$ cat config.mk
export PLATFORM = sky130hd
export DESIGN_NAME = rf_wb_scheduler_flat
export DESIGN_NICKNAME = d
export VERILOG_FILES = /design/src/rtl/rf_wb_scheduler_if.sv /design/src/rtl/rf_wb_scheduler.sv /design/src/flat_wrapper.sv
export SDC_FILE = /design/constraint.sdc
export NUM_CORES = 1
export LEC_CHECK = 0
export ABC_AREA = 1
export ABC_CLOCK_PERIOD_IN_PS = 2450
export CAP_MARGIN = 20
export CORE_MARGIN = 8
export CORE_UTILIZATION = 41
export DETAILED_ROUTE_END_ITERATION = 12
export PLACE_DENSITY = 0.9
export SLEW_MARGIN = 40
export SYNTH_ARGS = -nofsm -noshare
export SYNTH_HDL_FRONTEND = slang
export SYNTH_SLANG_ARGS = --single-unit
$ cat constraint.sdc
create_clock -name clk -period 2.45 [get_ports clk]
set_input_delay 0.735 -clock clk [delete_from_list [all_inputs] [get_ports clk]]
set_output_delay 0.735 -clock clk [all_outputs]
set_load 0.03 [all_outputs]
$ cat src/rtl/rf_wb_scheduler_if.sv
// Writeback request bus shared by the execute units and the scheduler.
// Ports: valid/addr/data from requesters (master), one-hot ready from arbiter (slave).
interface rf_wb_scheduler_if #(
    parameter int NREQ = 3,
    parameter int XLEN = 32,
    parameter int AW   = 5
);
    logic [NREQ-1:0]      valid;
    logic [NREQ-1:0]      ready;
    logic [NREQ*AW-1:0]   addr;
    logic [NREQ*XLEN-1:0] data;

    modport master (
        output valid,
        output addr,
        output data,
        input  ready
    );

    modport slave (
        input  valid,
        input  addr,
        input  data,
        output ready
    );
endinterface

$ cat src/rtl/rf_wb_scheduler.sv
// Round-robin writeback arbiter, registered RF write stage, pending-write scoreboard.
// Ports: clk, rst_n, wb (request bus), rf_we/waddr/wdata, issue_*, rs1/rs2 busy, busy_mask.
module rf_wb_scheduler #(
    parameter int NREQ = 3,
    parameter int XLEN = 32,
    parameter int AW   = 5
) (
    input  logic                clk,
    input  logic                rst_n,
    rf_wb_scheduler_if.slave    wb,
    output logic                rf_we,
    output logic [AW-1:0]       rf_waddr,
    output logic [XLEN-1:0]     rf_wdata,
    input  logic                issue_valid,
    input  logic [AW-1:0]       issue_rd,
    output logic                issue_ready,
    input  logic [AW-1:0]       rs1_addr,
    input  logic [AW-1:0]       rs2_addr,
    output logic                rs1_busy,
    output logic                rs2_busy,
    output logic [(1<<AW)-1:0]  busy_mask
);
    localparam int NREG = 1 << AW;
    localparam int PW   = (NREQ > 1) ? $clog2(NREQ) : 1;

    logic [PW-1:0]     r_rr_ptr;
    logic              r_we;
    logic [AW-1:0]     r_waddr;
    logic [XLEN-1:0]   r_wdata;
    logic [NREG-1:0]   r_busy;

    logic [NREQ-1:0]   w_grant;
    logic [PW-1:0]     w_gidx;
    logic              w_any;
    logic [PW-1:0]     w_ptr_next;
    logic              w_issue_fire;
    logic [NREG-1:0]   w_busy_next;
    int                v_idx;

    // Scan from rr_ptr upward, wrapping; the first valid requester wins.
    always_comb begin
        w_grant = '0;
        w_gidx  = '0;
        w_any   = 1'b0;
        v_idx   = 0;
        for (int k = 0; k < NREQ; k++) begin
            v_idx = int'(r_rr_ptr) + k;
            if (v_idx >= NREQ) begin
                v_idx = v_idx - NREQ;
            end
            if (!w_any && wb.valid[v_idx]) begin
                w_any          = 1'b1;
                w_gidx         = PW'(v_idx);
                w_grant[v_idx] = 1'b1;
            end
        end
        // A grant while held in reset would be lost, so none is offered.
        if (!rst_n) begin
            w_grant = '0;
            w_any   = 1'b0;
        end
    end

    assign wb.ready   = w_grant;
    assign w_ptr_next = (w_gidx == PW'(NREQ - 1)) ? '0 : w_gidx + PW'(1);

    always_ff @(posedge clk or negedge rst_n) begin
        if (!rst_n) begin
            r_rr_ptr <= '0;
            r_we     <= 1'b0;
            r_waddr  <= '0;
            r_wdata  <= '0;
        end else begin
            r_we <= w_any;
            if (w_any) begin
                r_rr_ptr <= w_ptr_next;
                r_waddr  <= wb.addr[w_gidx*AW +: AW];
                r_wdata  <= wb.data[w_gidx*XLEN +: XLEN];
            end
        end
    end

    assign rf_we    = r_we;
    assign rf_waddr = r_waddr;
    assign rf_wdata = r_wdata;

    // A register committing this cycle already reads as free: the RF
    // bypasses the write, and a re-issue may claim it in the same edge.
    assign issue_ready = (issue_rd == '0) | ~r_busy[issue_rd]
                       | (r_we & (r_waddr == issue_rd));
    assign rs1_busy = (rs1_addr != '0) & r_busy[rs1_addr]
                    & ~(r_we & (r_waddr == rs1_addr));
    assign rs2_busy = (rs2_addr != '0) & r_busy[rs2_addr]
                    & ~(r_we & (r_waddr == rs2_addr));
    assign busy_mask    = r_busy;
    assign w_issue_fire = issue_valid & issue_ready;

    // Clear first, then set, so a same-edge set of the committing reg wins.
    always_comb begin
        w_busy_next = r_busy;
        if (r_we) begin
            w_busy_next[r_waddr] = 1'b0;
        end
        if (w_issue_fire && (issue_rd != '0)) begin
            w_busy_next[issue_rd] = 1'b1;
        end
        w_busy_next[0] = 1'b0;
    end

    always_ff @(posedge clk or negedge rst_n) begin
        if (!rst_n) begin
            r_busy <= '0;
        end else begin
            r_busy <= w_busy_next;
        end
    end
endmodule

$ cat src/flat_wrapper.sv
// flat-port wrapper written by rule: the top's interface ports become plain ports
module rf_wb_scheduler_flat 
#(
    parameter int NREQ = 3,
    parameter int XLEN = 32,
    parameter int AW   = 5
)
  (clk, rst_n, rf_we, rf_waddr, rf_wdata, issue_valid, issue_rd, issue_ready, rs1_addr, rs2_addr, rs1_busy, rs2_busy, busy_mask, wb_valid, wb_addr, wb_data, wb_ready);
  rf_wb_scheduler_if #(.NREQ(NREQ), .XLEN(XLEN), .AW(AW)) wb_i ();
  input  logic clk;
  input  logic rst_n;
  output logic rf_we;
  output logic [AW-1:0] rf_waddr;
  output logic [XLEN-1:0] rf_wdata;
  input  logic issue_valid;
  input  logic [AW-1:0] issue_rd;
  output logic issue_ready;
  input  logic [AW-1:0] rs1_addr;
  input  logic [AW-1:0] rs2_addr;
  output logic rs1_busy;
  output logic rs2_busy;
  output logic [(1<<AW)-1:0] busy_mask;
  input wire logic [$bits(wb_i.valid)-1:0] wb_valid;
  input wire logic [$bits(wb_i.addr)-1:0] wb_addr;
  input wire logic [$bits(wb_i.data)-1:0] wb_data;
  output wire logic [$bits(wb_i.ready)-1:0] wb_ready;
  assign wb_i.valid = wb_valid;
  assign wb_i.addr = wb_addr;
  assign wb_i.data = wb_data;
  assign wb_ready = wb_i.ready;
  rf_wb_scheduler #(.NREQ(NREQ), .XLEN(XLEN), .AW(AW)) u_core (.clk(clk), .rst_n(rst_n), .wb(wb_i), .rf_we(rf_we), .rf_waddr(rf_waddr), .rf_wdata(rf_wdata), .issue_valid(issue_valid), .issue_rd(issue_rd), .issue_ready(issue_ready), .rs1_addr(rs1_addr), .rs2_addr(rs2_addr), .rs1_busy(rs1_busy), .rs2_busy(rs2_busy), .busy_mask(busy_mask));
endmodule
**Yosys cells after proc, flatten, opt, wreduce, memory -nomap -nowiden**

Cells that the tools add are included.
Widths: inputs -> output; s select.

- Word-level logic and storage cells: 107
- Bits in registers: 71

- Bitwise logic cells: 18
- Equality and inequality tests: 4
- Shifts and indexed selects: 2
- Muxes and demuxes: 42
- Multipliers: 1
- $lt $le $gt $ge: 15
- $add $sub $neg: 6
- Reduce and logical (&&, ||, !) cells: 14

Operator list:

| cell | number |
|---|---|
| $mux 32 | 5 |
| $ge 32x1->1 const B | 3 |
| $lt 32x4->1 const B | 3 |
| $shiftx 96x8->32 | 1 |
| $ge 32x3->1 const B | 2 |
| $sub 32x3->32 const B | 2 |
| $and 32x32->32 | 1 |
| $not 32->32 | 1 |
| $or 32x32->32 | 1 |
| $lt 5x6->1 const B | 4 |
| $mux 1 | 18 |
| $bmux 1 s5 | 3 |
| $eq 5x5->1 | 3 |
| $reduce_bool 5->1 | 3 |
| $shiftx 15x6->5 | 1 |
| $mux 3 | 4 |
| $demux 1 s5 | 2 |
| $ge 5x1->1 const B | 2 |
| $and 1x1->1 | 8 |
| $logic_and 1x1->1 | 8 |
| $mux 2 | 4 |
| $bmux 1 s2 | 3 |
| $demux 1 s2 | 3 |
| $or 3x3->3 | 2 |
| 11 further kinds | 15 |

**Logic depth before layout (Yosys ltp)**

- Depth after elaboration: 14
- Depth in mapped cells: 16

**Worst setup path after synthesis**

Ideal clock, no wire load.

- Kind: input to output
- Start point: input rs1_addr[0]
- End point: output rs1_busy
- Cell stages on the path: 8
- Path buffers: 2
- Setup slack: -355 ps
- Arrival: 2070 ps
- Path through: clkbuf_1 > clkbuf_1 > o21ai_0 > o221ai_1 > nand3_1 > nand2_1 > nor2_1 > nor2_1

- Longest elaborated chain between the ends: 4

Ends and longest elaborated chain:

| element | RTL line | source |
|---|---|---|
| start, declared | flat_wrapper.sv:18 | `input logic [AW-1:0] rs1_addr;` |
| $bmux 1 s5 or $eq 5x5->1 (tied branches) | rf_wb_scheduler.sv:91, rf_wb_scheduler.sv:92 |  |
| $mux 1 (not written as such) or $and 1x1->1 (tied branches) | rf_wb_scheduler.sv:91, rf_wb_scheduler.sv:92 |  |
| $and 1x1->1 or $not 1->1 (tied branches) | rf_wb_scheduler.sv:91, rf_wb_scheduler.sv:92 |  |
| $and 1x1->1 * | rf_wb_scheduler.sv:92 | `& ~(r_we & (r_waddr == rs1_addr));` |
| end, declared | flat_wrapper.sv:20 | `output logic rs1_busy;` |

Every way passes the cells marked *; elsewhere a longest branch is shown, timed or not. The select of a mux whose other input is x is not followed.

**Worst setup path after layout**

- Start point: register u_core.r_rr_ptr[0]
- End point: output wb_ready[0]

- Longest elaborated chain between the ends: 13

Ends and longest elaborated chain:

| element | RTL line | source |
|---|---|---|
| start, declared | rf_wb_scheduler.sv:26 | `logic [PW-1:0] r_rr_ptr;` |
| start signal, assigned | rf_wb_scheduler.sv:76 | `r_rr_ptr <= w_ptr_next;` |
| parallel branches: the longest is 11 deep, another holds $sub 32x3->32 | - |  |
| $mux 3 * | rf_wb_scheduler.sv:51 | `if (!w_any && wb.valid[v_idx]) begin` |
| $mux 3 * | rf_wb_scheduler.sv:58 | `if (!rst_n) begin` |
| end, declared | flat_wrapper.sv:26 | `output wire logic [$bits(wb_i.ready)-1:0] wb_ready;` |

Mark *: on every way between the ends. The select of a mux whose other input is x is not followed.

==> flow_summary_export.csv <==
group,metric,value,unit
setup_path,startpoint_type,"register",
sta,setup_viol,6,
synth,yosysWarnings,0,
run,cap_violations,0,
floorplan,dieArea,0.0169,mm^2
setup_path,critPathCaptureType,"primary output",
synth,yosys_register_bits,71,
synth,synthTopCellsByCount,"nand2_1 (198), nand3_1 (101), nor2_1 (79), dfrtp_1 (71), o21ai_0 (65)",
setup_path,path_class,"register to primary output",
grt,grt_pass1_wl,38500,um
status,status,"finished with violations",
synth,ys_types,40,
sta,setup_tns,-1.11,ns
synth,yosysSeqAreaShare,0.333,
sta,rsz0062_at_grt,"true",
synth,synth_area_leaders,"dfrtp_1 (33%), nand2_1 (14%), nand3_1 (9.5%)",
route,vias,7405,
setup_path,required,1.71,ns
min_path,min-delay-path-class,"register to register",
cts,cts-htree-levels,3,
synth,synth_flop_cell,"dfrtp_1",
layout,utilization,0.753,
cts,clk_pin_slew,0.06,ns
cts,root_buffer,"clkbuf_16",
pwr,power,13.1,mW
sta,period_share,1.12,
grt,grtUsageTotal,0.290,
cts,clock_path_buffers,2,
sta,worst_pin_slew,0.688,ns
floorplan,io_pins,208,
floorplan,num_rows,41,
synth,syn_nets,935,
sta,finalMaxSlewViolations,0,
layout,area_growth,78.6,%
place,place_ws,-1.15,ns
setup_path,crit_fanout,6,
layout,drive_above_1_share,0.301,
synth,syn_avg_cell_area,6.69,um^2
floorplan,dieHeight,130,um
sta,finalHoldViolCount,0,
pwr,cellPowerDensity,1370,mW/mm^2
route,drt-vias-per-instance,5.64,
sta,maxSlewHeadroom,0.542,
sta,skew,0.00874,ns
place,place_area,0.00843,mm^2
layout,design_area,0.00954,mm^2
route,drtIter0Drc,708,
synth,yosys.area.top_type,"dfrtp_1",
cts,cts_tree,"done",
status,violations,"negative setup slack",
route,wl_per_cell,19.6,um
cts,cts_made_buffers,9,
synth,synth.most_common_cell,"nand2_1",
grt,grt_pass1_vias,7369,
layout,antenna_cells,0,
layout,fin_nets,1273,
setup_path,arrival,2.00,ns
floorplan,coreArea,0.0127,mm^2
place,gp_congestion,0.984,
sta,worst_slack,-0.290,ns
grt,antenna_found_initial,0,
floorplan,initial_utilization,0.422,
synth,async_flop_share,1.00,
sta,min_period,2.74,ns
place,io_buffers,206,
synth,synth_edf_count,0,
grt,grt_max_degree,72,
place,dpl.hpwl,18500,um
cts,clkSinkCount,71,
floorplan,fp.dieW,130,um
synth,netlist.area_leader.share,0.333,
route,wl,25800,um
pwr,ir_drop,1.01,mV
grt,overflow,0,
synth,synthCells,799,
route,ant_nets,0,
cts,clock_latency,0.34,ns
route,remaining_drc_errors,0,
sta,fmax,365,MHz
route,drtPass1Iterations,5,
pwr,leakage,4.33,nW
cts,hold_buffers,0,
synth,netlist_area,0.00534,mm^2
power by group:
part | total (mW) | internal [mW] | switching, mW
sequential | 2.19 | 1.77 | 0.412
clock | 1.40 | 0.870 | 0.527
combinational | 9.50 | 3.91 | 5.60
logic make-up after synthesis:
kind of cell,synth area share
simple gates,0.358
compound gates,0.200
buf+inv,0.0958
flops,0.333
fa+ha+maj,0.00937
xor+xnor,0.00328
other cells,0.000702
metal layers:
metal	GRT usage	vias up	routed length [um]	share of wire
li1	-	3351	-	-
met3	0.0869	115	2890	0.11
met1	0.338	3433	9470	0.37
met4	0.132	0	1240	0.048
met2	0.480	506	12200	0.47
met5	0	-	0	0
worst max-delay path, stage by stage (launching register included):
cell and delay [ns]:
dfrtp_1 0.40, inv_2 0.09, ha_4 0.24, buf_6 0.14
nor2_4 0.10, nand2_1 0.07, nand2_2 0.11, nand3_2 0.07
o21ai_0 0.12, a21oi_2 0.06, nor2_2 0.11, buf_6 0.15
placed cells by master, fill, tap and decap left out, drive strengths merged:
cell type and instances:
buf 172, xor2 2, bufinv 1, nor3 10, o211ai 6, dlygate4sd2 6, clkdlybuf4s50 181, o221ai 3
conb 1, nand4 1, o21bai 2, nand3 102, clkbuf 15, clkinv 2, a31oi 2, clkdlybuf4s15 2
inv 67, o21ai 70, nand2 228, a21oi 80, nor2 82, o22ai 10, a22oi 1, ha 4
o2111ai 5, a211oi 1, a221oi 3, dfrtp 71, nand3b 10, clkinvlp 2
registers in the layout, indices dropped and copies added, names as in the netlist:
name	count
u_core.rf_wdata	32
u_core.busy_mask	31
u_core.rf_waddr	5
u_core.r_rr_ptr	2
u_core.rf_we	1
timing repair:
action,CTS,global route
setup buffers,9,13
endpoints found under the setup margin,68,36
gates resized for setup,149,104
cloned,3,1
pin swaps,33,47
cell type report:
cell class | instances | area, um^2
repair buffers | 363 | 3430
clock buffers | 13 | 270
flip-flops and latches | 71 | 1780
clock inverters | 3 | 40.0
multi-input cells | 623 | 3500
fillers | 925 | 3130
inverters | 68 | 302
repair inverters | 1 | 7.51
well taps | 172 | 215
final timing paths:
kind	end	from	slack [ns]	depth (start not counted)
max	wb_ready[0]	u_core.r_rr_ptr[0]	-0.29	11
min in group asynchronous	u_core.rf_wdata[2]	rst_n	0.52	2
max in group asynchronous	u_core.busy_mask[13]	rst_n	1.42	2
max reg2reg	u_core.rf_wdata[26]	u_core.r_rr_ptr[1]	0.05	14
min reg2reg	u_core.rf_wdata[14]	u_core.rf_wdata[14]	0.51	2
min	u_core.rf_wdata[14]	u_core.rf_wdata[14]	0.51	2
through the flow:
stage | hold WS [ns] | std cells
after floorplan | 0.439 | 799
after global placement | 0.497 | 1273
after detailed placement | 0.503 | 1273
after CTS | 0.516 | 1300
after global routing | 0.535 | 1314
final | 0.515 | 1314
Power figures use the tool's default switching activity.
